`src/rtl/bittiming_seq.sv`:
```
`default_nettype none
// ============================================================================
// Module   : bittiming_seq
// Purpose  : CAN bit-timing sequencer (sync/phase-1/phase-2, hard sync, SJW resync)
// Revision : 1.0
// ============================================================================
module bittiming_seq (
  input  logic       clock,
  input  logic       reset,
  input  logic       prescale_en,
  input  logic       rx,
  input  logic [2:0] tseg1,
  input  logic [2:0] tseg2,
  input  logic [1:0] sjw,
  input  logic       hardsync_en,
  input  logic       resync_en,
  input  logic [4:0] tseg1mpl,
  output logic [1:0] ctrl,
  output logic [4:0] tseg1pcount,
  output logic [4:0] tseg1p1psjw,
  output logic       sample,
  output logic       smpledbit,
  output logic       sendpoint,
  output logic [1:0] state
);

  typedef enum logic [1:0] {
    ST_SYNC   = 2'b00,
    ST_PHASE1 = 2'b01,
    ST_PHASE2 = 2'b10
  } state_t;

  localparam logic [1:0] c_ctrl_hold   = 2'b00;
  localparam logic [1:0] c_ctrl_tseg1  = 2'b01;
  localparam logic [1:0] c_ctrl_pcount = 2'b10;
  localparam logic [1:0] c_ctrl_psjw   = 2'b11;

  state_t     r_state,       w_state_nxt;
  logic [4:0] r_count,       w_count_nxt;
  logic [1:0] r_ctrl,        w_ctrl_nxt;
  logic [4:0] r_pcount,      w_pcount_nxt;
  logic [4:0] r_psjw,        w_psjw_nxt;
  logic       r_sample,      w_sample_nxt;
  logic       r_smpledbit,   w_smpledbit_nxt;
  logic       r_sendpoint,   w_sendpoint_nxt;
  logic       r_rx_tq,       w_rx_tq_nxt;
  logic       r_rsync_done,  w_rsync_done_nxt;
  logic [2:0] r_p2lim,       w_p2lim_nxt;

  logic       w_edge;
  logic       w_resync;
  logic [4:0] w_sjw_p1;
  logic [4:0] w_p2_remain;

  assign w_edge      = prescale_en & r_rx_tq & ~rx;
  assign w_resync    = w_edge & resync_en & ~r_rsync_done;
  assign w_sjw_p1    = {3'b000, sjw} + 5'd1;
  // Count never exceeds p2lim while in PHASE2, so this cannot wrap.
  assign w_p2_remain = {2'b00, r_p2lim} - r_count;

  always_ff @(posedge clock or posedge reset) begin
    if (reset) begin
      r_state      <= ST_SYNC;
      r_count      <= 5'd0;
      r_ctrl       <= c_ctrl_hold;
      r_pcount     <= 5'd0;
      r_psjw       <= 5'd0;
      r_sample     <= 1'b0;
      r_smpledbit  <= 1'b1;
      r_sendpoint  <= 1'b0;
      r_rx_tq      <= 1'b1;
      r_rsync_done <= 1'b0;
      r_p2lim      <= 3'd0;
    end else begin
      r_state      <= w_state_nxt;
      r_count      <= w_count_nxt;
      r_ctrl       <= w_ctrl_nxt;
      r_pcount     <= w_pcount_nxt;
      r_psjw       <= w_psjw_nxt;
      r_sample     <= w_sample_nxt;
      r_smpledbit  <= w_smpledbit_nxt;
      r_sendpoint  <= w_sendpoint_nxt;
      r_rx_tq      <= w_rx_tq_nxt;
      r_rsync_done <= w_rsync_done_nxt;
      r_p2lim      <= w_p2lim_nxt;
    end
  end

  always_comb begin
    w_state_nxt      = r_state;
    w_count_nxt      = r_count;
    w_ctrl_nxt       = c_ctrl_hold;
    w_pcount_nxt     = r_pcount;
    w_psjw_nxt       = r_psjw;
    w_sample_nxt     = 1'b0;
    w_smpledbit_nxt  = r_smpledbit;
    w_sendpoint_nxt  = 1'b0;
    w_rx_tq_nxt      = r_rx_tq;
    w_rsync_done_nxt = r_rsync_done;
    w_p2lim_nxt      = r_p2lim;

    if (prescale_en) begin
      w_rx_tq_nxt = rx;
      if (w_edge && hardsync_en) begin
        // The edge tq itself is the sync segment.
        w_state_nxt      = ST_PHASE1;
        w_count_nxt      = 5'd0;
        w_ctrl_nxt       = c_ctrl_tseg1;
        w_sendpoint_nxt  = 1'b1;
        w_rsync_done_nxt = 1'b1;
      end else begin
        case (r_state)
          ST_SYNC: begin
            w_sendpoint_nxt  = 1'b1;
            w_ctrl_nxt       = c_ctrl_tseg1;
            w_state_nxt      = ST_PHASE1;
            w_count_nxt      = 5'd0;
            w_rsync_done_nxt = 1'b0;
          end
          ST_PHASE1: begin
            if (w_resync) begin
              // Late edge: lengthen phase-1 by the error, clipped to SJW.
              w_pcount_nxt     = {2'b00, tseg1} + r_count + 5'd1;
              w_psjw_nxt       = {2'b00, tseg1} + w_sjw_p1;
              w_ctrl_nxt       = (r_count <= {3'b000, sjw}) ? c_ctrl_pcount : c_ctrl_psjw;
              w_rsync_done_nxt = 1'b1;
              w_count_nxt      = r_count + 5'd1;
            end else if (r_count == tseg1mpl) begin
              w_sample_nxt     = 1'b1;
              w_smpledbit_nxt  = rx;
              w_state_nxt      = ST_PHASE2;
              w_count_nxt      = 5'd0;
              w_p2lim_nxt      = tseg2;
              w_rsync_done_nxt = 1'b0;
            end else begin
              w_count_nxt = r_count + 5'd1;
            end
          end
          ST_PHASE2: begin
            if (w_resync) begin
              w_rsync_done_nxt = 1'b1;
              if (w_p2_remain <= w_sjw_p1) begin
                w_state_nxt     = ST_PHASE1;
                w_count_nxt     = 5'd0;
                w_ctrl_nxt      = c_ctrl_tseg1;
                w_sendpoint_nxt = 1'b1;
              end else begin
                w_p2lim_nxt = r_p2lim - {1'b0, sjw} - 3'd1;
                w_count_nxt = r_count + 5'd1;
              end
            end else if (r_count == {2'b00, r_p2lim}) begin
              w_state_nxt = ST_SYNC;
              w_count_nxt = 5'd0;
            end else begin
              w_count_nxt = r_count + 5'd1;
            end
          end
          default: begin
            w_state_nxt = ST_SYNC;
            w_count_nxt = 5'd0;
          end
        endcase
      end
    end
  end

  assign ctrl        = r_ctrl;
  assign tseg1pcount = r_pcount;
  assign tseg1p1psjw = r_psjw;
  assign sample      = r_sample;
  assign smpledbit   = r_smpledbit;
  assign sendpoint   = r_sendpoint;
  assign state       = r_state;

endmodule
`default_nettype wire

```
`config.mk`:
```
export PLATFORM = sky130hd
export DESIGN_NAME = bittiming_seq
export DESIGN_NICKNAME = d
export VERILOG_FILES = /design/src/rtl/bittiming_seq.sv
export SDC_FILE = /design/constraint.sdc
export NUM_CORES = 1
export LEC_CHECK = 0
export CAP_MARGIN = 20
export CORE_MARGIN = 5
export CORE_UTILIZATION = 50
export CTS_CLUSTER_DIAMETER = 200
export CTS_CLUSTER_SIZE = 14
export DETAILED_ROUTE_END_ITERATION = 6
export PLACE_DENSITY = 0.76
export SYNTH_ARGS = -nofsm -noshare
export SYNTH_HDL_FRONTEND = slang
export SYNTH_SLANG_ARGS = --single-unit
```
`constraint.sdc`:
```
create_clock -name clock -period 5.9 [get_ports clock]
set_input_delay 1.18 -clock clock [delete_from_list [all_inputs] [get_ports clock]]
set_output_delay 1.18 -clock clock [all_outputs]
set_load 0.03 [all_outputs]
```
==> results.md <==
* Part of the power in registers at 27.4%
* Main area contributors after synthesis: dfrtp_1 (29%), ha_1 (13%), a21oi_1 (5.6%), inv_1 (4.0%), fa_1 (3.9%)
* Static leakage at 0.00113 uW
* Buffer type at the clock tree root: clkbuf_8
* Sequential cell area at 653 um2
* Final nets at 292
* Library cells used by synthesis at 54
* Max Cap Viol at 0
* Layout cell share with drive strength beyond 1 at 9.72%
* F_max at 284 MHz
* Die X at 73.9 um
* Setup Viol. Count Final at 0
* Status: completed
* Clock transition at path regs at 0.09 ns
* Critical Path Max Stage Delay at 0.46 ns
* Residual DRC count at 0
* Critical path's most frequent cell: ha_1
* Pwr Density at 427 nW/um2
* # hold bufs at CTS at 0
* Antenna violations before repair at 0
* CTS tree: built
* Clock group share of total power at 10.3%
* Vias in the first global route at 1689
* Cells along the critical path: clkdlybuf4s50_1 -> ha_1 -> inv_1 -> ha_1 -> a211oi_1 -> o2111ai_4 -> a221oi_4 -> nor2_2 -> mux2_4
* Routed wire length at 4490 um
* Main flop type after synthesis: dfrtp_1
* Kind of critical path: in -> reg
* Fill cells at 358
* Syn Std Cell Area at 2040 um2
* Worst skew pair latency at 0.28 ns
* Synthesized instance count at 214
* Worst min path class: reg -> reg
* Crit start category: input port
* Final slew viol count at 0
* Final Hold Vio Count at 0
* Core Rows at 23
* First-pass detailed-route iteration total at 4
* WP data required at 6.07 ns
* Vias at 1678
* Setup Total Neg Slack at 0 ns
* Die area at 5460 um2
* Initial Util at 51.4%
* Post-DP HPWL at 3550 um
* Resized Gates After CTS at 0
* Synthesis-to-finish area growth at 21.8%
* Port Buffers at 34
* Maximum VDD drop at 179 uV
* Syn Area/Cell at 9.55 um2
* CP endpoint kind: flip-flop
* Clock Skew at 0.00438 ns
* TritonCTS buffer count at 3
* Tightest slew margin relative to the limit at 65.7%
* EDFF count, synth at 0
* Largest net degree at the start of global routing at 27
* Largest area contributor in the netlist: dfrtp_1
* Comb pwr share at 62.3%
* Final GP Congestion at 0.879
* #FFs+latches synth at 26
* Int Power at 580 uW
* Core ar. at 3970 um2
* Final period util at 59.8%
* DIE HEIGHT at 73.9 um
* DRT iter0 DRCs at 87
* Pwr Total at 1060 uW
* Clock sink total at 26
* Post-CTS setup buffers at 0
* Overflow after GRT at 0
* Switching Share at 45.4%
* Area of the multi-input gates at 1270 um2
* RSZ-0062 raised after global routing: no
* Critical path fanouts, max at 6
* Post-route ant nets at 0
* Worst path slowest cell: clkdlybuf4s50_1
* Actual slew at the worst max-slew pin at 0.512 ns
* Inserted Diodes at 0
* # IOs at 36
* Share of the synthesized area in the top cell type at 29.4%
* Synth async-reset ratio at 100%
* Max Buffers Root-to-Sink at 2
* First-pass GRT wire length at 7650 um
* Min Tclk post-route at 3.53 ns
* Worst endpoint data arrival time at 3.70 ns
* H-tree depth at 1
* P_sw at 483 uW
* Register area share after synthesis at 32.0%
* Total GRT Usage at 18.2%
* Syn nets at 258
* Synth Warn # at 0
* Wire length per cell at 15.1 um
* Vias per cell at 5.65
critical path, delay by kind of cell:
kind                       cells  cell delay (ns)
AOI/OAI and AO/OA              3             1.06
adders and majority gates      2             0.63
buffers and inverters          2             0.51
muxes                          1             0.25
and+or+nand+nor                1             0.05
metrics by stage:
stage               std cells  setup WS [ns]  hold slack, ns  cell area, um2  utilization (%)
global route              297           2.22           0.533            2490             62.7
CTS                       296           2.38           0.517            2460             62.0
detailed placement        292           2.09           0.494            2420             60.8
finish                    297           2.37           0.513            2490             62.7
global placement          292           2.13           0.489            2420             60.8
floorplan                 214           2.73           0.501            2040                -
cells in the mapped netlist (3+ instances only):
library cell / count
dfrtp_1: 24
a21oi_1: 23
inv_1: 22
ha_1: 21
nor2_1: 15
nand2_1: 12
a21o_1: 6
mux2_2: 6
xor2_1: 6
fa_1: 4
nand3_1: 4
nor3_1: 4
or3_1: 4
xnor2_1: 4
a31oi_1: 3
buf_2: 3
nor2b_1: 3
o21ai_0: 3
o22ai_1: 3
registers in the layout, summed over array words and instances, names as in the netlist:
name,count
sample,1
r_p2lim,3
r_rx_tq,1
smpledbit,1
tseg1p1psjw,4
tseg1pcount,5
r_count,5
ctrl,2
sendpoint,1
r_rsync_done,1
state,2
power groups by stage:
stage | Clock, uW | Sequential [uW] | Combinational [uW]
6_report | 109 | 291 | 662
5_1_grt | 119 | 302 | 737
4_1_cts | 112 | 292 | 662
3_5_place_dp | 0 | 296 | 659
3_3_place_gp | 0 | 292 | 641
2_1_floorplan | 0 | 355 | 410
layer usage:
metal | vias up | track usage [%] | share of wire (%)
li1 | 827 | - | -
met1 | 809 | 23.3 | 44
met2 | 35 | 31.3 | 50
met3 | 7 | 2.60 | 4.5
met4 | 0 | 6.24 | 1.4
met5 | - | 0 | 0
cell families (layout without fill, tap and decap cells):
logic type	Yosys count	in the layout	share of synthesized area, %
adder cells (fa/ha/maj)	25	25	16.8
flip-flops	26	26	32.0
AO/OA/AOI/OAI	53	53	19.5
AND/OR/NAND/NOR	62	62	16.9
XOR/XNOR	10	10	4.29
other	1	1	0.184
buffers and inverters	29	62	5.88
multiplexers	8	8	4.53
worst paths after layout:
check                               startpoint        endpoint  slack, ns  cells past startpoint
worst max-delay path                    sjw[0]      r_count[0]       2.37                      9
worst min-delay path            tseg1p1psjw[0]  tseg1p1psjw[0]       0.51                      1
worst max register to register      r_count[0]      r_count[0]       2.79                     10
worst min register to register  tseg1p1psjw[0]  tseg1p1psjw[0]       0.51                      1
max in group asynchronous                reset         r_rx_tq       4.21                      3
min in group asynchronous                reset  tseg1p1psjw[0]       1.18                      2
cell usage in the layout, fill, tap and decap left out, types with 2 or more instances in the layout:
| cell | count |
|---|---|
| nor2_1 | 15 |
| o22ai_1 | 3 |
| xnor2_1 | 4 |
| a31oi_1 | 3 |
| a21o_1 | 6 |
| a21oi_1 | 23 |
| nand3_1 | 4 |
| nand4b_1 | 2 |
| inv_1 | 22 |
| nand2b_1 | 2 |
| clkdlybuf4s50_1 | 34 |
| nand2_1 | 12 |
| clkbuf_8 | 3 |
| or3_1 | 4 |
| dfrtp_1 | 24 |
| dfstp_2 | 2 |
| nor2b_1 | 3 |
| mux2_2 | 6 |
| nand3b_1 | 2 |
| a2bb2oi_1 | 2 |
| nor3_1 | 4 |
| o21ai_1 | 2 |
| xor2_1 | 6 |
| ha_1 | 21 |
| fa_1 | 4 |
| and3b_1 | 2 |
| o21ai_0 | 3 |
| and4_1 | 2 |
final cells by class:
| type | count | share of cell area [%] |
|---|---|---|
| sequential | 26 | 26.2 |
| timing repair buffer | 36 | 15.1 |
| tap | 50 | 2.51 |
| clock buffer | 4 | 1.81 |
| inverter | 22 | 3.32 |
| multi-input combinational | 159 | 51.0 |
Power figures use the tool's default switching activity.
